`src/rtl/music_key_tone_generator.sv`:
```
// Six-voice square-wave tone generator: one fixed-pitch voice per held key,
// mixed into a signed 16-bit PCM sample emitted once per sample-rate strobe.
module music_key_tone_generator #(
  parameter int unsigned SAMPLE_DIV    = 1134,
  parameter int unsigned AMPLITUDE     = 4000,
  parameter int unsigned HALF_PERIOD_0 = 95556,
  parameter int unsigned HALF_PERIOD_1 = 85131,
  parameter int unsigned HALF_PERIOD_2 = 75843,
  parameter int unsigned HALF_PERIOD_3 = 71586,
  parameter int unsigned HALF_PERIOD_4 = 63776,
  parameter int unsigned HALF_PERIOD_5 = 56818
) (
  input  logic        clock_50Mhz,
  input  logic        reset,
  input  logic [5:0]  input_KeyPressed,
  output logic [15:0] output_Sample,
  output logic        output_SampleValid,
  output logic [2:0]  output_ActiveVoices
);

  localparam int unsigned NUM_VOICES = 6;
  localparam int unsigned CNT_W      = 17;
  localparam int unsigned SMP_W      = 16;
  localparam int unsigned ACT_W      = 3;
  localparam int unsigned DIV_W      = (SAMPLE_DIV > 1) ? $clog2(SAMPLE_DIV) : 1;

  localparam logic [CNT_W-1:0] HALF_LAST [NUM_VOICES] = '{
    CNT_W'(HALF_PERIOD_0 - 1), CNT_W'(HALF_PERIOD_1 - 1), CNT_W'(HALF_PERIOD_2 - 1),
    CNT_W'(HALF_PERIOD_3 - 1), CNT_W'(HALF_PERIOD_4 - 1), CNT_W'(HALF_PERIOD_5 - 1)
  };
  localparam logic signed [SMP_W-1:0] AMP_P = SMP_W'(AMPLITUDE);
  localparam logic signed [SMP_W-1:0] AMP_N = -AMP_P;
  localparam logic [DIV_W-1:0]        DIV_LAST = DIV_W'(SAMPLE_DIV - 1);

  // The six-voice mix must fit a signed 16-bit sample without saturation.
  if (6 * AMPLITUDE > 32767) begin : g_amp_too_large
    $error("AMPLITUDE too large for a 6-voice 16-bit mix");
  end

  logic [NUM_VOICES-1:0]   voice_en_q, voice_en_d;
  logic [CNT_W-1:0]        cnt_q [NUM_VOICES];
  logic [CNT_W-1:0]        cnt_d [NUM_VOICES];
  logic [NUM_VOICES-1:0]   pol_q, pol_d;
  logic [DIV_W-1:0]        div_q, div_d;
  logic [SMP_W-1:0]        sample_q, sample_d;
  logic                    valid_q, valid_d;
  logic [ACT_W-1:0]        active_q, active_d;

  logic signed [SMP_W-1:0] mix_c;
  logic [ACT_W-1:0]        active_c;
  logic                    div_last_c;

  // Voice counters run only while the key stays held across the edge, so a
  // release coinciding with a toggle leaves the voice cleared.
  always_comb begin
    voice_en_d = input_KeyPressed;
    pol_d      = '0;
    for (int i = 0; i < NUM_VOICES; i++) begin
      cnt_d[i] = '0;
      if (voice_en_q[i] && voice_en_d[i]) begin
        if (cnt_q[i] == HALF_LAST[i]) begin
          pol_d[i] = ~pol_q[i];
        end else begin
          cnt_d[i] = cnt_q[i] + CNT_W'(1);
          pol_d[i] = pol_q[i];
        end
      end
    end
  end

  // Mix and voice count from the pre-edge voice state.
  always_comb begin
    mix_c    = '0;
    active_c = '0;
    for (int i = 0; i < NUM_VOICES; i++) begin
      if (voice_en_q[i]) begin
        mix_c    = mix_c + (pol_q[i] ? AMP_P : AMP_N);
        active_c = active_c + ACT_W'(1);
      end
    end
  end

  always_comb begin
    div_last_c = (div_q == DIV_LAST);
    div_d      = div_last_c ? '0 : div_q + DIV_W'(1);
    valid_d    = div_last_c;
    sample_d   = div_last_c ? SMP_W'(mix_c) : sample_q;
    active_d   = div_last_c ? active_c : active_q;
  end

  always_ff @(posedge clock_50Mhz) begin
    if (reset) begin
      voice_en_q <= '0;
      pol_q      <= '0;
      div_q      <= '0;
      sample_q   <= '0;
      valid_q    <= 1'b0;
      active_q   <= '0;
      for (int i = 0; i < NUM_VOICES; i++) cnt_q[i] <= '0;
    end else begin
      voice_en_q <= voice_en_d;
      pol_q      <= pol_d;
      div_q      <= div_d;
      sample_q   <= sample_d;
      valid_q    <= valid_d;
      active_q   <= active_d;
      for (int i = 0; i < NUM_VOICES; i++) cnt_q[i] <= cnt_d[i];
    end
  end

  assign output_Sample       = sample_q;
  assign output_SampleValid  = valid_q;
  assign output_ActiveVoices = active_q;

endmodule

```
`config.mk`:
```
export PLATFORM = sky130hd
export DESIGN_NAME = music_key_tone_generator
export DESIGN_NICKNAME = d
export VERILOG_FILES = /design/src/rtl/music_key_tone_generator.sv
export SDC_FILE = /design/constraint.sdc
export NUM_CORES = 1
export LEC_CHECK = 0
export ABC_AREA = 1
export CORE_MARGIN = 5
export CORE_UTILIZATION = 45
export CTS_BUF_LIST = sky130_fd_sc_hd__clkbuf_8
export CTS_CLUSTER_SIZE = 8
export DETAILED_ROUTE_END_ITERATION = 10
export GPL_ROUTABILITY_DRIVEN = 0
export GPL_TIMING_DRIVEN = 0
export MAX_ROUTING_LAYER = met4
export PLACE_DENSITY = 0.7
export SYNTH_ARGS = -nofsm -noshare
export SYNTH_HDL_FRONTEND = slang
export SYNTH_SLANG_ARGS = --single-unit
```
`constraint.sdc`:
```
create_clock -name clock_50Mhz -period 14.7 [get_ports clock_50Mhz]
set_input_delay 3.675 -clock clock_50Mhz [delete_from_list [all_inputs] [get_ports clock_50Mhz]]
set_output_delay 3.675 -clock clock_50Mhz [all_outputs]
set_load 0.01 [all_outputs]
```
==> results.cfg, run 1 <==
[sta]
setup_violations = 0
tns_ns = 0
fmaxAchievable_mhz = 149.6
worst_slew_pin_slew_ns = 0.8305
rsz0062_at_grt = no
hold_viol = 0
period_needed_ns = 6.685
fin_skew_ns = 0.01813
finalWorstSetupSlack_ns = 8.015
period_share_pct = 45.48
finalMaxSlewViolations = 0
slew_headroom_pct = 44.12

[clocking]
ctsHoldBuffers = 0
cts_tree = done
clk_latency_ns = 0.45
clkTransAtPathRegs_ns = 0.09
clock_sinks = 139
root_buffer = clkbuf_8
cts_buffer_depth = 2
cts_buffers = 17
htreeDepth = 4
ctsResizeCount = 0
postCtsSetupRepairBufs = 0

[route]
drt-wirelength-per-cell_um = 10.86
viasPerCell = 4.935
drc = 0
drt_iter0_drc = 477
routed_wl_mm = 17.98
drtPass1Iterations = 5
ant_nets = 0
via_count = 8168

[hold_path]
holdPathStages = 2
hp-class = reg2reg
whs_endpoint = cnt_q[4][15]
hp-start = cnt_q[4][15]

[die]
rows = 51
fp.dieW_um = 150.3
initial_core_util_pct = 45.68
io_pins = 28
die_h_um = 150.3
coreArea_um2 = 19400
die_area_um2 = 22600

[run_status]
status = completed

[global_routing]
grt_pass1_wl_mm = 32.40
grt_pass1_vias = 7631
grt_usage_pct = 17.44
grt_overflow = 0
antenna_found_initial = 0
grt_max_degree = 17

[synthesis]
synthCells = 1333
synth_edf_count = 0
syn_area_um2 = 8862
synth-seq-cells = 139
synthFlopType = dfxtp_1
synth_cell_type_count = 49
synthArstFlopShare_pct = 0
ys.warnings.count = 0
avgSynthCellArea_um2 = 6.648
ys_seq_area_share_pct = 31.40

[power_and_ir_drop]
power.leakage_nw = 4.003
power.density_nw_per_um2 = 82.11
ir_drop_mv = 0.05192

[placement]
pre_cts_ws_ns = 7.977
dp_hpwl_mm = 14.18
io_buffers = 21

[flow_run]
cap_violations = 0

[worst_setup_path]
crit_fanout = 6
critical_path.slowest_cell = dfxtp_1
r2r-end = output_Sample[15]
start_kind = register
critPathMaxStageDelay_ns = 0.47
r2r_cells = 44
rr_startpoint = voice_en_q[0]
reg2reg_slack_ns = 8.02
crit_path_frequent_cell = nand2_1
critical_path_arrival_ns = 7.04
worstPathRequired_ns = 15.05
crit_type = reg2reg
end_kind = register

[finish]
finalNetCount = 1448
area_delta_synth_final_pct = 10.72
diodes = 0
fillers = 2009
final_util_pct = 50.58
layout-drive-gt1-share_pct = 7.194
## cells by family after synthesis
family | synth area share (%)
flops | 31.40
compound gates | 10.76
xor+xnor | 2.668
buf+inv | 9.869
simple gates | 35.78
other cells | 0.04231
fa+ha+maj | 9.487
## cell type report
type	instances	area (µm²)	share of cell area (%)
Clock buffer	18	247.7	2.525
Buffer	24	116.4	1.186
Multi-Input combinational cell	972	5220	53.20
Tap cell	265	331.6	3.379
Clock inverter	14	145.1	1.479
Sequential cell	139	2783	28.36
Timing Repair Buffer	21	210.2	2.142
Inverter	202	758.2	7.728
## worst max-delay path by stage
stage / from / slack, ns / depth (start not counted) / end
after floorplan: voice_en_q[0] / 8.74 / 43 / output_Sample[15]
after global placement: voice_en_q[0] / 8.06 / 44 / output_Sample[15]
after detailed placement: voice_en_q[0] / 7.98 / 44 / output_Sample[15]
after CTS: voice_en_q[0] / 7.98 / 44 / output_Sample[15]
after global routing: voice_en_q[0] / 7.29 / 44 / output_Sample[15]
final: voice_en_q[0] / 8.02 / 44 / output_Sample[15]
## synthesized netlist by cell type (all sizes together), types with 7 or more instances
cell | instances | area share, %
xor2 | 18 | 1.8
ha | 56 | 7.9
dfxtp | 139 | 31
xnor2 | 9 | 0.89
o21ai | 67 | 3.9
fa | 7 | 1.6
nor3 | 55 | 3.6
inv | 200 | 8.5
nand4 | 27 | 1.9
a21oi | 85 | 4.8
clkbuf | 13 | 0.55
buf | 11 | 0.76
nand2 | 319 | 14
nor2 | 156 | 7.0
nor4 | 17 | 1.5
nand3 | 91 | 5.2
nor3b | 21 | 1.9
## sequential cells by signal, indices dropped and copies added (netlist names)
name,count
voice_en_q,6
output_Sample,10
cnt_q,102
output_ActiveVoices,3
div_q,11
pol_q,6
output_SampleValid,1
## routing by layer
layer	share of wire (%)	global-route usage [%]
met1	50	22.22
met2	45	28.10
met3	2.9	3.131
met4	1.6	5.718
met5	0	-
## worst max-delay path, delay by kind of cell, from the launching register on
kind | cells | cell delay, ns
compound gates | 6 | 0.90
fa+ha+maj | 6 | 2.06
buf+inv | 5 | 0.47
flops | 1 | 0.47
simple gates | 27 | 2.69
## stage by stage
stage | cell area [µm²] | std cells | hold WS, ns | total power, W
floorplan | 8877 | 1337 | 0.4175 | 0.0004802
finish | 9812 | 1655 | 0.4483 | 0.0008056
CTS | 9812 | 1655 | 0.4496 | 0.0008179
global placement | 9419 | 1623 | 0.4286 | 0.0005026
detailed placement | 9419 | 1623 | 0.4381 | 0.0005045
global route | 9812 | 1655 | 0.4691 | 0.0008564
## placed cells by master, fill, tap and decap left out, types with 3 or more instances in the layout
| cell type | n |
|---|---|
| a21o_1 | 4 |
| xor2_1 | 18 |
| inv_2 | 22 |
| dfxtp_1 | 139 |
| o21ai_0 | 37 |
| nand2_2 | 3 |
| buf_4 | 6 |
| or2_2 | 4 |
| buf_2 | 3 |
| nor2_2 | 9 |
| xnor2_1 | 9 |
| clkinvlp_4 | 3 |
| nand2_1 | 316 |
| nand4_1 | 27 |
| nor3_1 | 47 |
| a31oi_1 | 6 |
| nor3_2 | 8 |
| clkbuf_1 | 13 |
| fa_1 | 7 |
| nor4_2 | 4 |
| clkdlybuf4s50_1 | 21 |
| clkbuf_8 | 18 |
| o21bai_1 | 6 |
| nand3_1 | 90 |
| clkinv_2 | 3 |
| nor4_1 | 13 |
| o21ai_1 | 28 |
| a21oi_1 | 84 |
| conb_1 | 5 |
| inv_1 | 179 |
| nor3b_1 | 19 |
| o21a_1 | 4 |
| inv_6 | 4 |
| ha_1 | 56 |
| nor2_1 | 145 |
## where the power goes
| group | switching (W) | leakage, nW | internal [W] |
|---|---|---|---|
| Combinational | 0.0000725 | 2.68 | 0.0000428 |
| Clock | 0.000154 | 0.197 | 0.000156 |
| Sequential | 0.00000257 | 1.12 | 0.000378 |
No activity file was read; power rests on OpenSTA's default activity.
==> run 2: changes to the inputs <==
--- a/config.mk
+++ b/config.mk
@@ -14,7 +14,7 @@
 export GPL_ROUTABILITY_DRIVEN = 0
 export GPL_TIMING_DRIVEN = 0
 export MAX_ROUTING_LAYER = met4
-export PLACE_DENSITY = 0.7
+export PLACE_DENSITY = 0.73
 export SYNTH_ARGS = -nofsm -noshare
 export SYNTH_HDL_FRONTEND = slang
 export SYNTH_SLANG_ARGS = --single-unit
==> constraint.sdc (replaced) <==
create_clock -name clock_50Mhz -period 6.1 [get_ports clock_50Mhz]
set_input_delay 1.525 -clock clock_50Mhz [delete_from_list [all_inputs] [get_ports clock_50Mhz]]
set_output_delay 1.525 -clock clock_50Mhz [all_outputs]
set_load 0.01 [all_outputs]
==> run 2 against run 1 <==
  * Setup slack worse by 7.8 ns
  * Die area stayed put
  * Register-to-register slack worse by 7.8 ns
  * Combinational power grew to 3.0 times the previous value
  * Global-route usage is 0.11 points lower
  * Critical path depth is 1 higher
==> results.cfg, run 2 (synthesis results as in run 1) <==
[run_status]
status = completed

[route]
drtPass1Iterations = 5
drt_iter0_drc = 492
routed_wl_mm = 19.42
viasPerCell = 5.051
ant_nets = 0
via_count = 8441
drt-wirelength-per-cell_um = 11.62
drc = 0

[global_routing]
grt_max_degree = 19
grt_usage_pct = 17.33
grt_pass1_wl_mm = 31.95
antenna_found_initial = 0
grt_pass1_vias = 7470
grt_overflow = 0

[worst_setup_path]
critical_path_arrival_ns = 6.23
worstPathRequired_ns = 6.47
critPathMaxStageDelay_ns = 0.42
crit_type = reg2reg
critical_path.slowest_cell = fa_1
start_kind = register
crit_path_frequent_cell = nand2_2
end_kind = register
crit_fanout = 6

[die]
die_h_um = 150.3
rows = 51
coreArea_um2 = 19400
io_pins = 28
initial_core_util_pct = 45.68
die_area_um2 = 22600
fp.dieW_um = 150.3

[power_and_ir_drop]
power.leakage_nw = 4.125
power.density_nw_per_um2 = 194.4
power_w = 0.002035
ir_drop_mv = 0.1128

[placement]
io_buffers = 21
dp_cells = 1623
dp_hpwl_mm = 14.23

[sta]
slew_headroom_pct = 44.59
period_share_pct = 96.07
fin_skew_ns = 0.01514
worst_slew_pin_slew_ns = 0.8235
finalMaxSlewViolations = 0
rsz0062_at_grt = yes
period_needed_ns = 5.860
setup_violations = 0
fmaxAchievable_mhz = 170.6
hold_viol = 0

[finish]
final_common_cell = nand2_1
layout_common_cells = nand2_1 (301), inv_1 (169), dfxtp_1 (136), nor2_1 (135), nand3_1 (85)
final_cell_count_no_fill = 1671
largest_register_ffs = 102
top_register = cnt_q
area_delta_synth_final_pct = 18.13
finalNetCount = 1464
layout-drive-gt1-share_pct = 14.79
diodes = 0

[clocking]
root_buffer = clkbuf_8
cts_buffers = 17
clk_latency_ns = 0.47
clkTransAtPathRegs_ns = 0.10
htreeDepth = 4
clock_sinks = 139
cts_buffer_depth = 2
ctsHoldBuffers = 0
cts_tree = done

[hold_path]
hp-class = reg2reg

[flow_run]
cap_violations = 0
==> run 2: changes by cell type in the layout (fill, tap and decap cells not counted), sizes merged <==
| cell | change |
|---|---|
| clkinvlp | -3 |
| inv | +5 |
| clkinv | +1 |
| buf | +16 |
| clkbuf | -1 |
| bufinv | -2 |
==> run 2: where the power goes <==
group | leakage (nW) | total [W] | switching, W | internal, W
clock | 0.211 | 0.000769 | 0.000451 | 0.000319
combinational | 2.79 | 0.000349 | 0.000207 | 0.000142
sequential | 1.12 | 0.000917 | 0.00000627 | 0.000911
==> run 2: layout make-up <==
cell class	instances	area (µm²)
fill	1862	8930
clock inverter	15	181.4
sequential	139	2794
buffer	24	116.4
multi-input combinational	972	5720
tap	265	331.6
inverter	202	760.7
clock buffer	17	234.0
timing repair buffer	37	330.3
==> run 2: worst paths after layout <==
path / start / slack, ns / endpoint / cells past startpoint
worst min register to register: cnt_q[4][0] / 0.45 / cnt_q[4][0] / 1
worst min-delay path: cnt_q[4][0] / 0.45 / cnt_q[4][0] / 1
worst max-delay path: voice_en_q[0] / 0.24 / output_Sample[15] / 45
worst max register to register: voice_en_q[0] / 0.24 / output_Sample[15] / 45
==> run 2: worst max-delay path: cells and delay by family (launching register included) <==
kind                       cells  cell delay (ns)
and+or+nand+nor               29             2.69
adders and majority gates      6             1.80
AOI/OAI and AO/OA              4             0.48
buffers and inverters          6             0.40
DFF                            1             0.39
==> run 2: timing repair <==
action / CTS / global route
setup endpoints to repair: 6 / 6
pin swaps: 6 / 34
resized for setup: 29 / 85
buffers inserted: 5 / 11
==> run 2: per-layer routing <==
metal  wire, µm  GRT usage [%]
met5          0              -
met1       9149          21.75
met4        248          4.758
met2       9252          28.73
met3        771          3.161
==> run 2: through the flow <==
stage	setup slack [ns]	area (µm²)	hold slack, ns	setup TNS [ns]	util [%]
after global routing	-0.1277	10470	0.4731	-0.2782	53.97
after global placement	-0.5779	9419	0.4309	-1.405	48.56
after CTS	0.001407	9986	0.4546	0	51.48
after floorplan	0.1393	8877	0.4175	0	-
after detailed placement	-0.6238	9419	0.4381	-1.535	48.56
final	0.2397	10470	0.4537	0	53.97
==> RTL change, RTL diff (settings of run 2) <==
Register the input `input_KeyPressed` before use. The logic sees it one clock later.
--- a/src/rtl/music_key_tone_generator.sv
+++ b/src/rtl/music_key_tone_generator.sv
@@ -32,6 +32,12 @@
   localparam logic signed [SMP_W-1:0] AMP_N = -AMP_P;
   localparam logic [DIV_W-1:0]        DIV_LAST = DIV_W'(SAMPLE_DIV - 1);
 
+  logic [5:0] input_KeyPressed_q;
+
+  always_ff @(posedge clock_50Mhz) begin
+    input_KeyPressed_q <= input_KeyPressed;
+  end
+
   // The six-voice mix must fit a signed 16-bit sample without saturation.
   if (6 * AMPLITUDE > 32767) begin : g_amp_too_large
     $error("AMPLITUDE too large for a 6-voice 16-bit mix");
@@ -53,7 +59,7 @@
   // Voice counters run only while the key stays held across the edge, so a
   // release coinciding with a toggle leaves the voice cleared.
   always_comb begin
-    voice_en_d = input_KeyPressed;
+    voice_en_d = input_KeyPressed_q;
     pol_d      = '0;
     for (int i = 0; i < NUM_VOICES; i++) begin
       cnt_d[i] = '0;
Check against the original RTL: no difference found for any inputs over 10 cycles, from zero or initial values and one cycle with reset high; that may be too few to reach the edited logic, so the function may still have changed.
==> RTL change against run 2 <==
Setup slack got worse by 0.083 ns; die area grew 1.5%; wire length grew 4.3%; synthesized area is 1.6% higher; power fell by 0.10%; final cell count rose by 0.54%; final area increased by 3.2%; critical path depth decreased by 5; sequential cell count increased by 6; largest power group unchanged; highest routed layer unchanged.
==> RTL change: results (changes against run 2) <==
- finished, final reports clean — status, unchanged
- 6.29 ns — crit path DAT, was 6.23 ns
- sky130_fd_sc_hd__fa_2 — master of the slowest instance on the critical path, was sky130_fd_sc_hd__fa_1
- 0.08 ns — clock edge transition at the registers on the reported setup and hold paths, was 0.10 ns
- 50 — count of different cell masters after synthesis, was 49
- 9560 um^2 — placed inst area, was 9420 um^2
- 0.16 ns — setup slack on the worst flop-to-flop path, was 0.24 ns
- 0.718 ns — worst slew pin tran, was 0.824 ns
- 168 MHz — max frequency, was 171 MHz
- 1749 — filler instances, was 1862
- 7837 — number of global-route vias before repair, was 7470
- 33200 um — global-route wire length before repair, was 32000 um
- 20200 um — overall routed net length, was 19400 um
- 17.8% — GR Util All Layers, was 17.3%
- 8554 — total number of vias, was 8441
- 6.76 um^2 — average instance area after synthesis, was 6.65 um^2
- 5 — maximum fanout encountered on the critical timing path, was 6
- 131 uV — maximum vdd ir drop, was 113 uV
- 4.27 nW — Pleak, was 4.12 nW
- 1622 — placed insts, was 1623
- 40 — number of cells on the worst reg-to-reg path, was 45
- cnt_q[0][0]$_SDFF_PP0_ — worst hold start, was cnt_q[4][0]$_SDFF_PP0_
- 0.44 ns — maximum single-stage delay on the critical path, was 0.42 ns
- 17 — largest net degree at the start of global routing, was 19
- 0.0165 ns — Setup Skew, was 0.0151 ns
- cnt_q[0][0]$_SDFF_PP0_ — worst min-delay path endpoint, was cnt_q[4][0]$_SDFF_PP0_
- 29.9% — sw frac, was 32.6%
- -0.620 ns — dpl ws, was -0.624 ns
- 0.449 ns — worst-case hold slack, was 0.454 ns
- 32.2% — share of the synthesized area in the top cell type, was 31.4%
- 1473 — Final #Nets, was 1464
- sky130_fd_sc_hd__nand2_1 (317), sky130_fd_sc_hd__inv_1 (175), sky130_fd_sc_hd__nor2_1 (146), sky130_fd_sc_hd__dfxtp_1 (145), sky130_fd_sc_hd__nand3_1 (89) — most used standard cells in the synthesized netlist, was sky130_fd_sc_hd__nand2_1 (316), sky130_fd_sc_hd__inv_1 (178), sky130_fd_sc_hd__nor2_1 (145), sky130_fd_sc_hd__dfxtp_1 (139), sky130_fd_sc_hd__nand3_1 (90)
- 17.0% — fraction of layout instances using a drive strength above 1, was 14.8%
- 11 — post-CTS repair timing setup buffer count, was 5
- adder cells — critical path's top delay family, was simple AND/OR/NAND/NOR gates
- sky130_fd_sc_hd__dfxtp_1 (32%), sky130_fd_sc_hd__nand2_1 (13%), sky130_fd_sc_hd__ha_1 (7.8%), sky130_fd_sc_hd__inv_1 (7.3%), sky130_fd_sc_hd__nor2_1 (6.1%) — top post-synthesis cells by area, was sky130_fd_sc_hd__dfxtp_1 (31%), sky130_fd_sc_hd__nand2_1 (13%), sky130_fd_sc_hd__ha_1 (7.9%), sky130_fd_sc_hd__inv_1 (7.5%), sky130_fd_sc_hd__nor2_1 (6.1%)
- 12.1 um — post-detailed-route wirelength per cell, was 11.6 um
- 14400 um — placed wire-length estimate after detailed placement, was 14200 um
- 30 — number of gates resized after cts, was 29
-- RTL change: cell count changes after synthesis, moves of 2 or more --
cell	before	now
sky130_fd_sc_hd__o21ai_0	37	30
sky130_fd_sc_hd__dfxtp_1	139	145
sky130_fd_sc_hd__nor3_1	47	41
sky130_fd_sc_hd__a21oi_1	84	80
sky130_fd_sc_hd__inv_2	22	18
sky130_fd_sc_hd__xor2_1	18	22
sky130_fd_sc_hd__inv_1	178	175
sky130_fd_sc_hd__nor4_1	13	16
sky130_fd_sc_hd__nor2_2	9	11
sky130_fd_sc_hd__o21a_1	4	6
sky130_fd_sc_hd__or2_2	4	6
-- RTL change: power by group through the flow --
stage               clock network (mW)  logic [mW]  registers, mW
floorplan                            0       0.223          0.979
detailed placement                   0       0.282          0.982
global placement                     0       0.277          0.981
finish                           0.691       0.384          0.959
CTS                              0.716       0.301          0.958
global route                     0.758       0.424          0.960
-- RTL change: area by class of cell --
type,instances,area [um^2],area share [%]
Multi-Input combinational cell,972,5920,54.8
Clock buffer,17,234,2.16
Sequential cell,145,2910,27.0
Clock inverter,15,123,1.13
Tap cell,265,332,3.07
Inverter,196,763,7.06
Buffer,23,113,1.04
Timing Repair Buffer,47,405,3.75
-- RTL change: cells by family (layout without fill, tap and decap cells) --
logic type,Yosys count,count (layout),share of synthesized area [%]
other,1,5,0.0417
adder cells (fa/ha/maj),63,63,9.34
AND/OR/NAND/NOR,704,704,35.6
buffers and inverters,219,298,9.58
flip-flops,145,145,32.2
XOR/XNOR,30,30,2.92
AO/OA/AOI/OAI,170,170,10.3
-- RTL change: per-layer routing --
metal	track usage, %	up-vias	share of wire (%)
met5	-	-	0
li1	-	4479	-
met4	5.71	0	2.0
met1	21.8	3858	46
met3	3.23	39	4.3
met2	29.7	178	48
